==> config.mk <==
export PLATFORM = sky130hd
export DESIGN_NAME = fpuadd_issue
export DESIGN_NICKNAME = d
export VERILOG_FILES = /design/src/rtl/fpu_pkg.sv /design/src/rtl/fpu_res_fifo.sv /design/src/rtl/fpuadd_issue.sv
export SDC_FILE = /design/constraint.sdc
export NUM_CORES = 1
export LEC_CHECK = 0
export CORE_AREA = 2 2 268 191
export DETAILED_ROUTE_END_ITERATION = 10
export DIE_AREA = 0 0 270 193
export GPL_TIMING_DRIVEN = 0
export PLACE_DENSITY = 0.76
export SLEW_MARGIN = 20
export SYNTH_ARGS = -nofsm -noshare
export SYNTH_HDL_FRONTEND = slang
export SYNTH_SLANG_ARGS = --single-unit
==> constraint.sdc <==
create_clock -name clk -period 4.9 [get_ports clk]
set_input_delay 0.735 -clock clk [delete_from_list [all_inputs] [get_ports clk]]
set_output_delay 0.735 -clock clk [all_outputs]
set_load 0.05 [all_outputs]
==> src/rtl/fpu_pkg.sv <==
// Shared FP adder definitions: operand format and the captured result record.
package fpu_pkg;

  localparam int FP_W      = 64;
  localparam int EXP_W     = 10;
  localparam int MAN_W     = 53;
  localparam int EXP_BIAS  = 511;
  localparam int FPU_TAG_W = 4;

  typedef struct packed {
    logic             sign;
    logic [EXP_W-1:0] exp;
    logic [MAN_W-1:0] mant;
  } fp64_t;

  typedef struct packed {
    logic [FP_W-1:0]      res;
    logic [FP_W-1:0]      res2;
    logic [FPU_TAG_W-1:0] tag;
  } fpu_res_t;

endpackage

==> src/rtl/fpu_res_fifo.sv <==
// Show-ahead synchronous FIFO; a written entry becomes readable one cycle after its push.
module fpu_res_fifo #(
  parameter int W     = 8,
  parameter int DEPTH = 4
) (
  input  logic                     clk,
  input  logic                     rst,
  input  logic                     push,
  input  logic [W-1:0]             push_data,
  input  logic                     ready,
  output logic                     valid,
  output logic [W-1:0]             head,
  output logic [$clog2(DEPTH):0]   count
);

  localparam int AW = $clog2(DEPTH);

  logic [W-1:0]  mem [DEPTH];
  logic [AW-1:0] wr_ptr;
  logic [AW-1:0] rd_ptr;
  logic          fresh;
  logic          full;
  logic          do_push;
  logic          do_pop;

  // The newest entry is hidden for one cycle, so an empty FIFO never bypasses.
  assign full    = (count == (AW+1)'(DEPTH));
  assign valid   = (count > {{AW{1'b0}}, fresh});
  assign head    = mem[rd_ptr];
  assign do_push = push & ~full;
  assign do_pop  = valid & ready;

  always_ff @(posedge clk) begin
    if (!rst) begin
      wr_ptr <= '0;
      rd_ptr <= '0;
      count  <= '0;
      fresh  <= 1'b0;
    end else begin
      if (do_push) wr_ptr <= wr_ptr + AW'(1);
      if (do_pop)  rd_ptr <= rd_ptr + AW'(1);
      count <= count + (AW+1)'(do_push) - (AW+1)'(do_pop);
      fresh <= do_push;
    end
  end

  // NOTE: storage is not reset; the pointers and count alone define what is valid.
  always_ff @(posedge clk) begin
    if (do_push) mem[wr_ptr] <= push_data;
  end

  always_ff @(posedge clk) begin
    if (rst) assert (!(push && full));
  end

endmodule

==> src/rtl/fpuadd_issue.sv <==
// Issue/collect wrapper for the fixed-latency FP adder with credit-guarded result FIFO.
module fpuadd_issue
  import fpu_pkg::*;
#(
  parameter int LAT   = 2,
  parameter int DEPTH = 4,
  parameter int TAG_W = FPU_TAG_W
) (
  input  logic             clk,
  input  logic             rst,
  input  logic             in_valid,
  output logic             in_ready,
  input  logic [63:0]      in_a,
  input  logic [63:0]      in_b,
  input  logic             in_rnd,
  input  logic             in_pookm,
  input  logic [TAG_W-1:0] in_tag,
  output logic [63:0]      add_a,
  output logic [63:0]      add_b,
  output logic             add_rnd,
  output logic             add_pookm,
  input  logic [63:0]      add_res,
  input  logic [63:0]      add_res2,
  output logic             out_valid,
  input  logic             out_ready,
  output logic [63:0]      out_res,
  output logic [63:0]      out_res2,
  output logic [TAG_W-1:0] out_tag,
  output logic             busy
);

  localparam int CNT_W = $clog2(DEPTH) + 1;
  localparam int INF_W = $clog2(LAT + 2);
  localparam int CRD_W = $clog2(DEPTH + LAT + 2);

  logic             accept;
  logic [LAT:0]     pv_valid;
  logic [TAG_W-1:0] pv_tag [LAT+1];
  logic [INF_W-1:0] inflight;
  logic [CNT_W-1:0] count;
  logic [CRD_W-1:0] credit_used;
  logic             fifo_valid;
  fp64_t            a_q;
  fp64_t            b_q;
  fpu_res_t         push_data;
  fpu_res_t         head;

  // NOTE: the accumulator is defaulted before the loop so no latch is inferred.
  always_comb begin
    inflight = '0;
    for (int i = 0; i <= LAT; i++) inflight = inflight + INF_W'(pv_valid[i]);
  end

  // Every op in the pipe already owns a FIFO slot, so a capture can never overflow.
  assign credit_used = CRD_W'(count) + CRD_W'(inflight);
  assign in_ready    = rst & (credit_used < CRD_W'(DEPTH));
  assign accept      = in_valid & in_ready;

  // NOTE: non-blocking assignments keep every stage sampling pre-edge values.
  always_ff @(posedge clk) begin
    if (!rst) pv_valid <= '0;
    else      pv_valid <= {pv_valid[LAT-1:0], accept};
  end

  always_ff @(posedge clk) begin
    pv_tag[0] <= in_tag;
    for (int i = 1; i <= LAT; i++) pv_tag[i] <= pv_tag[i-1];
  end

  always_ff @(posedge clk) begin
    if (!rst) begin
      a_q       <= '0;
      b_q       <= '0;
      add_rnd   <= 1'b0;
      add_pookm <= 1'b0;
    end else begin
      if (accept) begin
        a_q     <= in_a;
        b_q     <= in_b;
        add_rnd <= in_rnd;
      end
      add_pookm <= accept & in_pookm;
    end
  end

  assign add_a = a_q;
  assign add_b = b_q;

  assign push_data = '{res: add_res, res2: add_res2, tag: pv_tag[LAT]};

  fpu_res_fifo #(
    .W     ($bits(fpu_res_t)),
    .DEPTH (DEPTH)
  ) u_fifo (
    .clk       (clk),
    .rst       (rst),
    .push      (pv_valid[LAT]),
    .push_data (push_data),
    .ready     (out_ready),
    .valid     (fifo_valid),
    .head      (head),
    .count     (count)
  );

  assign out_valid = rst & fifo_valid;
  assign out_res   = head.res;
  assign out_res2  = head.res2;
  assign out_tag   = head.tag;
  assign busy      = rst & ((inflight != '0) | (count != '0));

endmodule

==> results.md <==
- WS Path Type: flip-flop to output pin
- Clk slew on worst S/H paths: ~60 ps
- Slack of the critical path: ~500 ps
- Post-placement cell count: about 2600
- Final setup vio count: 0
- RSZ-0062 raised after global routing: false
- Hold Path Depth: 0
- Synthesized Nets: between 1500 and 2000
- H-tree levels: 2
- Max_cap viols: 0
- CTS tree: yes
- Slew headroom: a little under half
- Number of distinct library cells after synthesis: 31
- Seq/Total Area, Yosys: between 70% and 80%
- Top post-synthesis cells by area: edfxtp_1, dfxtp_1, mux4_2
- Core footprint: roughly 0.05 mm²
- Detailed placement HPWL: between 40000 and 50000 µm
- Vias per std cell: roughly 5.3
- Area grow syn2layout: 34.0%
- WL/cell: approximately 22 µm
- Dominant cell type by area after synthesis: edfxtp_1
- Most frequent cells in the layout: clkdlybuf4s50_1, edfxtp_1, nand2_1
- Synth Area in Adders: less than 1%
- Worst hold path class: flip-flop to flip-flop
- Post-synthesis xor/xnor area fraction: 0.0350%
- IO Port Bufs: 530
- Endpoint class of the critical path: output pin
- ANT nets after route: 0
- Initial antenna violation count: 9
- DRC Markers: 0
- Yosys reg bits: approximately 700
- Multi-input logic area: around 0.0057 mm²
- Overflow after GRT: 0
- Post_cts resized: 0
- CP required: 4160 ps
- R2r startpoint: u_fifo.count[0]
- Largest fanout on the critical path: 10
- Crit path arrival time: 3670 ps
- DIE WIDTH: roughly 270 µm
- GR Util All Layers: between 20% and 30%
- TNS Setup: 0 ps
- Synth Instances: 1341
- I/O pin cnt: 531
- PD cells: around 470 mW/mm²
- Worst-margin pin slew: ~810 ps
- Post-Layout Cell Count: 2679
- Max Clock Freq: 227 MHz
- Most common cell after layout, fill and taps aside: clkdlybuf4s50_1
- DR pass1 iterations: 5
- Post-synthesis mux area share: roughly 17%
- Post-CTS Setup Repair Bufs: 0
- Avg Inst Size Synth: between 15 and 20 µm²
- Row cnt: 69
- CTS Buffer Depth: 3
- Num CTS Buffers: 61
- Final Hold Vio Count: 0
- Global-route wire length before repair: approximately 88000 µm
- Filler Cell Count: 3358
- WHS: 328 ps
- Worst reg-to-reg setup slack: roughly 2300 ps
- Setup WS pre-CTS: approximately 1000 ps
- Pins Over Slew Limit: 0
- Compound-Gate Fraction of Synth Area: less than 1%
- Post-synth EDFFs: about 530
- Final wirelength: 60200 µm
- Nets@finish: around 2200
- Crit start category: flip-flop
- CTS sink cnt: 683
- DR iter-0 viols: between 900 and 1000
- R2r endpoint: u_fifo.count[2]
- Main flop type after synthesis: edfxtp_1
- Hold Path End: pv_tag[0][6]
- VDD IR max: slightly above 300 µV
- Leak: approximately 11 nW
- Post-Synthesis Cell Area: roughly 0.025 mm²
- Period minus WS final: between 4000 and 5000 ps
- Largest net degree at the start of global routing: between 40 and 50
- Starting Density: roughly half
- Layout cells sized above 1: between 10% and 20%
- Status: finished clean
- Vias in the first global route: 14500
- Die H: roughly 190 µm
- Hold Buf Count CTS: 0
- Clock latency on the worst-skew pair: 620 ps
- DR vias: between 10000 and 15000
- FFs w/ async S/R, synth: 0%
- Simple-gate area share of the yosys netlist: between 4 and 5%
- Root Driver: clkbuf_16
- Clock skew: about 20 ps
- Combinational family with the most area after synthesis: multiplexers
- GP Congestion: 0.868
- R2r worst-path depth: 10
- Crit share post-route: about nine tenths
- Die Footprint: 0.0521 mm²
- HP Start: pv_tag[0][2]
- Seq. cell area: ~0.019 mm²
- Synth warn: 0
- Synth top area share: between 60 and 70%
- Overall Power: between 15 and 20 mW
## kinds of logic after synthesis
group | count (synthesis)
compound gates | 10
xor+xnor | 1
fa+ha+maj | 11
buf+inv | 86
flops | 683
mux | 262
simple gates | 288
## state kept, by name (all words and copies together), names as in the netlist, named ones only
register       count
add_b             64
u_fifo.wr_ptr      2
pv_tag            12
add_a             64
add_rnd            1
u_fifo.mem       528
add_pookm          1
u_fifo.fresh       1
pv_valid           3
u_fifo.count       3
u_fifo.rd_ptr      2
## worst max-delay path by stage
stage	end	slack, ps	cells after the start
final	out_res[30]	500	5
after global routing	out_res[30]	270	5
after CTS	out_res[30]	350	5
after detailed placement	out_res[30]	1040	5
after global placement	u_fifo.mem[0][110]	-1790	2
after floorplan	u_fifo.mem[0][0]	740	2
## synthesized netlist by cell type, types with 2 or more instances
cell,number
dfxtp_1,155
nand3_1,2
fa_1,2
o21ai_0,2
nor3b_1,2
buf_2,15
nor2_1,3
and3_1,5
nor3_1,4
a21oi_1,5
ha_1,9
mux4_2,132
and2_1,5
clkbuf_1,42
nand2_1,260
buf_1,3
inv_1,12
buf_6,13
edfxtp_1,528
nor4_1,2
mux2i_1,130
## stage by stage
step	cell area, µm²	utilization (%)
6_report	33600	67.4
4_1_cts	33500	67.3
2_1_floorplan	25000	-
3_5_place_dp	31500	63.3
5_1_grt	33600	67.4
3_3_place_gp	31200	62.6
## worst max-delay path: stages, from the launching register on
cell	delay, ps
dfxtp_1	300
buf_2	220
clkbuf_1	640
clkbuf_1	600
mux4_2	330
clkdlybuf4s50_1	940
## metal layers
| metal | routed length, µm | share of wire (%) | up-vias | track usage, % |
|---|---|---|---|---|
| li1 | - | - | 6378 | - |
| met1 | 23300 | 39 | 7138 | 27.6 |
| met2 | 29900 | 50 | 502 | 37.7 |
| met3 | 4930 | 8.2 | 119 | 7.02 |
| met4 | 2040 | 3.4 | 4 | 9.29 |
| met5 | 27 | 0.045 | - | 0 |
## final cells by class
cell class / count / share of cell area [%]
Sequential cell: 683 / 56.5
Multi-Input combinational cell: 572 / 16.9
Timing Repair Buffer: 542 / 16.8
Clock buffer: 72 / 4.67
Tap cell: 674 / 2.51
Clock inverter: 43 / 1.29
Buffer: 74 / 1.19
Inverter: 12 / 0.134
Antenna cell: 7 / 0.0522
## report_power, final
group / switching [mW] / internal, mW / leakage [nW]
clock: 2.06 / 2.71 / 0.980
combinational: 2.73 / 1.72 / 4.33
sequential: 0.118 / 6.45 / 6.03
Power figures use the tool's default switching activity.
